`config.mk`:
```
export PLATFORM = sky130hd
export DESIGN_NAME = keypad_debounce
export DESIGN_NICKNAME = d
export VERILOG_FILES = /design/src/rtl/keypad_debounce_pkg.sv /design/src/rtl/sync_2ff.sv /design/src/rtl/keypad_debounce.sv
export SDC_FILE = /design/constraint.sdc
export NUM_CORES = 1
export LEC_CHECK = 0
export ABC_CLOCK_PERIOD_IN_PS = 2900
export CAP_MARGIN = 20
export CORE_ASPECT_RATIO = 1.1
export CORE_MARGIN = 2
export CORE_UTILIZATION = 45
export DETAILED_ROUTE_END_ITERATION = 10
export PLACE_DENSITY_LB_ADDON = 0.08
export SKIP_CTS_REPAIR_TIMING = 1
export SYNTH_ARGS = -nofsm -noshare
export SYNTH_HDL_FRONTEND = slang
export SYNTH_SLANG_ARGS = --single-unit
```
`constraint.sdc`:
```
create_clock -name clk -period 2.9 [get_ports clk]
set_clock_uncertainty 0.2 [all_clocks]
set_input_delay 0.58 -clock clk [delete_from_list [all_inputs] [get_ports clk]]
set_output_delay 0.58 -clock clk [all_outputs]
set_load 0.03 [all_outputs]
```
`src/rtl/keypad_debounce_pkg.sv`:
```
`default_nettype none
// ============================================================================
// Module   : keypad_debounce_pkg
// Purpose  : Shared types, constants and one-hot helpers for the 10-key
//            numeric keypad front end and the clock block's keypad decoder.
// Revision : 1.0 - initial release
// ============================================================================
package keypad_debounce_pkg;

  // Conditioning FSM states, fixed 3-bit encoding
  typedef enum logic [2:0] {
    IDLE  = 3'd0,
    CAND  = 3'd1,
    PRESS = 3'd2,
    REL   = 3'd3,
    LOCK  = 3'd4
  } kd_state_t;

  localparam logic [9:0] KEY_NONE = 10'b0;

  // True when exactly one of the ten key lines is set
  function automatic logic is_onehot10(input logic [9:0] v);
    return (v != KEY_NONE) && ((v & (v - 10'd1)) == KEY_NONE);
  endfunction

  // Index of the set bit as a BCD digit; meaningful only for one-hot input
  function automatic logic [3:0] onehot10_to_bcd(input logic [9:0] v);
    logic [3:0] code;
    code = 4'd0;
    for (int i = 0; i < 10; i++) begin
      if (v[i]) code = 4'(i);
    end
    return code;
  endfunction

endpackage
`default_nettype wire

```
`src/rtl/sync_2ff.sv`:
```
`default_nettype none
// ============================================================================
// Module   : sync_2ff
// Purpose  : Two-flop synchroniser for a bus of independent asynchronous
//            level inputs (keypad lines, dip switches). Resets to zero.
// Revision : 1.0 - initial release
// ============================================================================
module sync_2ff #(
  parameter int WIDTH = 1
) (
  input  logic             clk,
  input  logic             rst,
  input  logic [WIDTH-1:0] d,
  output logic [WIDTH-1:0] q
);

  logic [WIDTH-1:0] meta;

  // First stage may go metastable; second stage gives it a full cycle to settle
  always_ff @(posedge clk) begin
    if (rst) begin
      meta <= '0;
      q    <= '0;
    end else begin
      meta <= d;
      q    <= meta;
    end
  end

endmodule
`default_nettype wire

```
`src/rtl/keypad_debounce.sv`:
```
`default_nettype none
// ============================================================================
// Module   : keypad_debounce
// Purpose  : Synchronise, debounce and chord-filter the raw 10-key keypad.
//            Produces a clean one-hot level, BCD code, press strobe, chord
//            error strobe and optional auto-repeat.
// Revision : 1.0 - initial release
// ============================================================================
module keypad_debounce
  import keypad_debounce_pkg::*;
#(
  parameter int DEBOUNCE_CYC = 20,
  parameter int RELEASE_CYC  = 20,
  parameter int REPEAT_EN    = 0,
  parameter int HOLD_CYC     = 500,
  parameter int REPEAT_CYC   = 200
) (
  input  logic       clk,
  input  logic       rst,
  input  logic [9:0] key_raw,
  output logic [9:0] keypad,
  output logic [3:0] key_code,
  output logic       key_pulse,
  output logic       key_err
);

  localparam int HMAX = (HOLD_CYC > REPEAT_CYC) ? HOLD_CYC : REPEAT_CYC;
  localparam int HW   = $clog2(HMAX + 1);

  localparam logic [7:0]    DEB_LIM  = 8'(DEBOUNCE_CYC);
  localparam logic [7:0]    REL_LIM  = 8'(RELEASE_CYC);
  localparam logic [HW-1:0] HOLD_LIM = HW'(HOLD_CYC);
  localparam logic [HW-1:0] REP_LIM  = HW'(REPEAT_CYC);
  localparam logic [HW-1:0] HCNT_ONE = HW'(1);

  logic [9:0]    key_s;
  kd_state_t     state, state_next;
  logic [9:0]    cand, cand_next;
  logic [7:0]    cnt, cnt_next, cnt_inc;
  logic [HW-1:0] hcnt, hcnt_next, hcnt_inc, hold_lim;
  logic          rep_phase, rep_phase_next;
  logic          gap, gap_next;
  logic [9:0]    keypad_next;
  logic [3:0]    key_code_next;
  logic          key_pulse_next, key_err_next;
  logic          onehot;

  sync_2ff #(.WIDTH(10)) u_sync (
    .clk (clk),
    .rst (rst),
    .d   (key_raw),
    .q   (key_s)
  );

  // Saturating increments so long holds never wrap back into a threshold
  assign cnt_inc  = (cnt == 8'hFF) ? cnt : cnt + 8'd1;
  assign hcnt_inc = (hcnt == '1) ? hcnt : hcnt + HCNT_ONE;
  // First repeat waits HOLD_CYC, later ones REPEAT_CYC
  assign hold_lim = rep_phase ? REP_LIM : HOLD_LIM;
  assign onehot   = is_onehot10(key_s);

  // State and output registers; outputs are registered so they are glitch-free
  always_ff @(posedge clk) begin
    if (rst) begin
      state     <= IDLE;
      cand      <= KEY_NONE;
      cnt       <= 8'd0;
      hcnt      <= '0;
      rep_phase <= 1'b0;
      gap       <= 1'b0;
      keypad    <= KEY_NONE;
      key_code  <= 4'd0;
      key_pulse <= 1'b0;
      key_err   <= 1'b0;
    end else begin
      state     <= state_next;
      cand      <= cand_next;
      cnt       <= cnt_next;
      hcnt      <= hcnt_next;
      rep_phase <= rep_phase_next;
      gap       <= gap_next;
      keypad    <= keypad_next;
      key_code  <= key_code_next;
      key_pulse <= key_pulse_next;
      key_err   <= key_err_next;
    end
  end

  // Next-state and next-output decode
  always_comb begin
    state_next     = state;
    cand_next      = cand;
    cnt_next       = cnt;
    hcnt_next      = hcnt;
    rep_phase_next = rep_phase;
    gap_next       = 1'b0;
    keypad_next    = keypad;
    key_code_next  = key_code;
    key_pulse_next = 1'b0;
    key_err_next   = 1'b0;

    case (state)
      IDLE: begin
        if (onehot) begin
          cand_next  = key_s;
          cnt_next   = 8'd1;
          state_next = CAND;
        end else if (key_s != KEY_NONE) begin
          cnt_next     = 8'd0;
          state_next   = LOCK;
          key_err_next = 1'b1;
        end
      end

      CAND: begin
        if (key_s == cand) begin
          cnt_next = cnt_inc;
          if (cnt_inc >= DEB_LIM) begin
            state_next     = PRESS;
            keypad_next    = cand;
            key_code_next  = onehot10_to_bcd(cand);
            key_pulse_next = 1'b1;
            hcnt_next      = HCNT_ONE;
            rep_phase_next = 1'b0;
            cnt_next       = 8'd0;
          end
        end else if (key_s == KEY_NONE) begin
          cnt_next   = 8'd0;
          state_next = IDLE;
        end else if (onehot) begin
          cand_next = key_s;
          cnt_next  = 8'd1;
        end else begin
          cnt_next     = 8'd0;
          state_next   = LOCK;
          key_err_next = 1'b1;
        end
      end

      PRESS: begin
        if (key_s == cand) begin
          hcnt_next = hcnt_inc;
          if (gap) begin
            // Second half of a repeat: level returns and the strobe fires
            keypad_next    = cand;
            key_pulse_next = 1'b1;
          end else if ((REPEAT_EN != 0) && (hcnt_inc == hold_lim)) begin
            keypad_next    = KEY_NONE;
            gap_next       = 1'b1;
            hcnt_next      = '0;
            rep_phase_next = 1'b1;
          end
        end else if (key_s == KEY_NONE) begin
          // Restoring the level here covers a release landing on a repeat gap
          keypad_next = cand;
          cnt_next    = 8'd1;
          state_next  = REL;
        end else begin
          keypad_next  = KEY_NONE;
          cnt_next     = 8'd0;
          state_next   = LOCK;
          key_err_next = 1'b1;
        end
      end

      REL: begin
        if (key_s == KEY_NONE) begin
          cnt_next = cnt_inc;
          if (cnt_inc >= REL_LIM) begin
            keypad_next = KEY_NONE;
            cnt_next    = 8'd0;
            state_next  = IDLE;
          end
        end else if (key_s == cand) begin
          cnt_next   = 8'd0;
          state_next = PRESS;
        end else begin
          keypad_next  = KEY_NONE;
          cnt_next     = 8'd0;
          state_next   = LOCK;
          key_err_next = 1'b1;
        end
      end

      LOCK: begin
        // Only an unbroken run of all-zero samples leaves lockout
        if (key_s == KEY_NONE) begin
          cnt_next = cnt_inc;
          if (cnt_inc >= REL_LIM) begin
            cnt_next   = 8'd0;
            state_next = IDLE;
          end
        end else begin
          cnt_next = 8'd0;
        end
      end

      default: begin
        keypad_next = KEY_NONE;
        cnt_next    = 8'd0;
        state_next  = IDLE;
      end
    endcase
  end

endmodule
`default_nettype wire

```
# == Word-level counts from Yosys, hierarchy flattened ==
# Index checks and enable logic that the tools add are counted.
# totals
regBits,57
input_bits,12
# classes
n_lt_le_gt_ge,1
n_eq_ne,17
n_bitwise,4
muxes,56
n_reduce_logical,14
n_addsub,2
# op_table
cell,count
two-way mux 10 bit,10
two-way mux 8 bit,7
case mux 10 bit (4 select lines),1
two-way mux 3 bit,12
two-way mux 4 bit,8
case mux 8 bit (4 select lines),1
zero test 10 bit,2
case mux 10 bit (2 select lines),1
case mux 3 bit (5 select lines),1
two-way mux 1 bit,14
"!= test 2 bit, second input constant",6
"!= test 3 bit, second input constant",4
bitwise AND 10 bit,1
== test 10 bit,1
nonzero test 10 bit,1
"subtractor 10 x 1 -> 10 bit, second input constant",1
"adder 8 x 1 -> 8 bit, second input constant",1
"== test 8 bit, second input constant",1
">= comparator 8 x 5 -> 1 bit, second input constant",1
"== test 3 x 2 -> 1 bit, second input constant",2
AND reduction 3 bit,2
AND reduction 6 bit,1
AND reduction 5 bit,1
"!= test 4 bit, second input constant",1
other kinds (10),13

# == Depth between registers and ports, before layout ==
# logic_depth
word_depth,9
ltp_mapped,9
mapped_depth_nobuf,7

# == By module ==
# Synthesis repeated with hierarchy kept, for this count alone.
# hier_totals
cells_unflattened,322
hier_area_um2,2967.8
# modules_own_cells
mod,cells_per_inst,n_inst,area_per_inst_um2,seq_area_each_um2
keypad_debounce,280,1,2349.8,740.7
sync_2ff,42,1,618.1,400.4

# == Worst setup path after synthesis ==
# Ideal clock, no wire load.
# synth_timing
path_kind,reg-to-reg
startpoint,register cnt[0]
endpoint,register key_code[1]
setup_ns,0.070
arrival_time_ns,1.892
stages_incl_launch_ff,9
path_buffers,1
slack_ns,0.737
path_cell_list,dfxtp_1 > ha_1 > and3_1 > a221oi_1 > o211ai_2 > and3b_1 > buf_2 > nand2b_1 > a21oi_1
# synth_between
elab_chain_cells,4
elab_cells_between_ends,5
cone_classes,add/sub (1); order compare (1); eq/ne (1); mux (1); reduce/logical (1)
# synth_lines
item,line_no,source
"start, declared",keypad_debounce.sv:39,"logic [7:0] cnt, cnt_next, cnt_inc;"
"start signal, assigned",keypad_debounce.sv:78,cnt <= cnt_next;
adder 8 x 1 -> 8 bit / == test 8 bit (equally long branches),keypad_debounce.sv:56,assign cnt_inc = (cnt == 8'hFF) ? cnt : cnt + 8'd1;
two-way mux 8 bit (*),keypad_debounce.sv:56,
>= comparator 8 x 5 -> 1 bit (*),keypad_debounce.sv:118,if (cnt_inc >= DEB_LIM) begin
AND reduction 3 bit (no line) (*),-,
"end signal, assigned",keypad_debounce.sv:83,key_code <= key_code_next;
"end, declared",keypad_debounce.sv:22,"output logic [3:0] key_code,"
# Every way passes the cells marked *; elsewhere a longest branch is shown, timed or not.
# A chain may end at the register's enable or synchronous reset.

# == Final worst setup path ==
# layout_timing
startpoint,register u_sync.q[6]
endpoint,register keypad[5]
# layout_between
elab_chain_cells,4
elab_cells_between_ends,11
cone_classes,eq/ne (5); mux (4); reduce/logical (2)
# layout_lines
item,line_no,source
"start, declared",sync_2ff.sv:14,output logic [WIDTH-1:0] q
"start signal, assigned",sync_2ff.sv:26,q <= meta;
zero test 10 bit,"keypad_debounce.sv:153, keypad_debounce.sv:167",
two-way mux 10 bit,keypad_debounce.sv:153,end else if (key_s == KEY_NONE) begin
two-way mux 10 bit,keypad_debounce.sv:141,if (key_s == cand) begin
case mux 10 bit (4 select lines),keypad_debounce.sv:102,case (state)
"end signal, assigned",keypad_debounce.sv:82,keypad <= keypad_next;
"end, declared",keypad_debounce.sv:21,"output logic [9:0] keypad,"
# Several ways; a longest one is shown, not always the timed one. The select of a mux whose other input is x is not followed.

==> run_results.csv <==
group,metric,value,unit
run_status,run_status,"finished clean",
critical_path,rr_worst_depth,7,
clock_tree,cts_tree,"yes",
finish,antenna_cells,0,
clock_tree,cts.sinks,57,
sta,period_minus_slack,2500,ps
finish,fin_cells,416,
critical_path,cp_data_required_time,2960,ps
global_route,antenna_found_initial,0,
critical_path,critPathArrivalTime,2560,ps
route,vias_per_cell,5.59,
finish,post-route-util,56.2,%
route,drt_first_pass_iters,7,
sta,slew_violations,0,
clock_tree,h-tree-depth,3,
min_path,hold_depth,1,
floorplan,dieArea,6740,sq um
finish,nets,347,
sta,tns,0,ps
critical_path,rrSetupSlack,400,ps
pwr,ir_worst_vdd,355,uV
critical_path,reg2reg_to,"keypad[5]",
clock_tree,cts_buffers,9,
floorplan,start_util,47.0,%
synthesis,ys_top_cells_by_count,"dfxtp_1 (57), nand2_1 (29), a21oi_1 (24)",
place,hpwl,4110,microns
synthesis,yosysUniqueCellTypes,57,
place,pre_cts_ws,330,ps
critical_path,worstSetupEndpointType,"register",
place,dp_cells,400,
min_path,worstHoldStart,"u_sync.meta[3]",
global_route,grt_pass1_vias,2084,
synthesis,synthTopCellsByArea,"dfxtp_1 (42%), nor2b_1 (4.6%), a21oi_1 (4.4%), mux2i_1 (4.4%), nand2_1 (4.0%)",
route,dr_total_vias,2327,
synthesis,synthFlopType,"dfxtp_1",
finish,drive_gt1_share,10.6,%
synthesis,ys_warn_count,0,
global_route,grt_max_degree,29,
place,io_buffers,27,
synthesis,synth_edf_count,0,
place,routabilityCongestion,0.832,
critical_path,crit_fanout,12,
floorplan,fp-row-count,29,
clock_tree,clk_latency,330,ps
pwr,power_density,679,nW/um^2
sta,slew_headroom,50.6,%
global_route,gr-total-overflow,0,
route,drc,0,
clock_tree,ctsLongestPathBuffers,2,
pwr,leakage,1.20,nW
critical_path,start_kind,"register",
synthesis,synthArstFlopShare,0,%
synthesis,ys_seq_area_share,41.5,%
synthesis,syn_area,2750,sq um
floorplan,coreArea,5840,sq um
floorplan,io_pins,28,
clock_tree,clk_pin_slew,70,ps
synthesis,yosysTopAreaCellShare,41.5,%
route,routedWlPerCell,14.1,microns
sta,setup_viol,0,
clock_tree,cts_root_buf,"clkbuf_8",
sta,hold_viol,0,
synthesis,synth.ff_latch_count,57,
synthesis,yosys.area.top_type,"dfxtp_1",
global_route,grt_usage,19.2,%
route,antenna_left,0,
sta,period_share,86.2,%
floorplan,dieHeight,85.9,microns
route,drt_iter0_drc,146,
sta,worst_pin_slew,738,ps
synthesis,avgSynthCellArea,8.80,sq um
route,wirelength,5880,microns
sta,rsz0062_at_grt,"no",
critical_path,critPathKind,"register to register",
finish,area_delta_synth_final,19.5,%
floorplan,die_w,78.5,microns
min_path,whs_endpoint,"u_sync.q[3]",
synthesis,yosysMostFrequentCell,"dfxtp_1",
critical_path,reg2reg_from,"u_sync.q[6]",
sta,worst_hold_slack,235,ps
synthesis,synthCells,312,
min_path,hp-class,"register to register",
sta,setup_ws,401,ps
global_route,grt_pass1_wl,10200,microns
synthesis,syn_nets,325,
run,maxCapViolCount,0,
sta,fmax,400,MHz
==> report_power, final <==
part,total [mW],leakage (nW),switching [mW],internal (mW)
Combinational,0.419,0.618,0.246,0.173
Sequential,0.904,0.465,0.0805,0.824
Clock,0.905,0.120,0.312,0.593
==> worst max path at each step <==
stage | cells after the start | to | startpoint
after floorplan | 8 | key_code[1] | cnt[0]
after global placement | 5 | cnt[0] | rst
after detailed placement | 5 | cnt[0] | rst
after CTS | 7 | keypad[5] | u_sync.q[6]
after global routing | 7 | key_code[3] | cnt[0]
final | 7 | keypad[5] | u_sync.q[6]
==> cell families (layout without fill, tap and decap cells) <==
family,after synthesis,after routing,share of synthesized area (%)
simple gates,127,127,25.2
compound gates,75,75,19.2
flops,57,57,41.5
buf+inv,27,54,4.97
xor+xnor,12,12,3.83
mux,12,12,4.37
fa+ha+maj,2,2,0.820
==> critical path, cell delays in order (launching register included) <==
cell and delay (ps):
dfxtp_1 480, xor2_1 120, nor4_2 470, nand3_2 330, o21a_1 280, o22ai_1 120
buf_4 230, mux2i_1 200
==> final cells by class <==
| type | count | area, sq um |
|---|---|---|
| multi-input cells | 228 | 1470 |
| fillers | 553 | 2560 |
| flip-flops and latches | 57 | 1140 |
| clock inverters | 5 | 103 |
| well taps | 77 | 96.3 |
| clock buffers | 11 | 141 |
| inverters | 6 | 22.5 |
| repair buffers | 32 | 308 |
==> sequential cells by signal, summed over array words and instances (netlist names) <==
signal and cells:
cnt 8, key_code 4, key_pulse 1, state 3
u_sync.q 10, u_sync.meta 10, cand 10, key_err 1
keypad 10
==> per-layer routing <==
metal  vias up  GRT usage, %  share of wire, %  wire length, microns
li1       1165             -                 -                     -
met1      1079          25.5                48                  2820
met2        76          29.2                46                  2680
met3         7          5.68               5.0                   292
met4         0          7.50               1.5                    87
met5         -             0                 0                     0
==> through the flow <==
stage | area, sq um | total power [mW]
after floorplan | 2750 | 1.25
after global placement | 3040 | 1.34
after detailed placement | 3040 | 1.34
after CTS | 3280 | 2.25
after global routing | 3280 | 2.34
final | 3280 | 2.23
==> cells in the final DEF, fill, tap and decap left out, drive strengths merged, types with 2 or more instances in the layout <==
cell type      instances
o22ai                  2
nor2b                 20
or2                    2
o32ai                  2
nor4                   4
xnor2                  2
inv                    6
and3                   6
dfxtp                 57
nand3b                 3
buf                    5
nor3                  10
nor2                  15
nand4                  4
clkdlybuf4s50         27
mux2i                 12
nand2b                 4
clkbuf                11
o21ai                 15
o211ai                 5
a31o                   2
a211oi                 6
bufinv                 3
or3                    3
nand3                 21
xor2                  10
a21oi                 26
and4                   2
o211a                  3
nand2                 29
(Power assumes the default switching activity.)
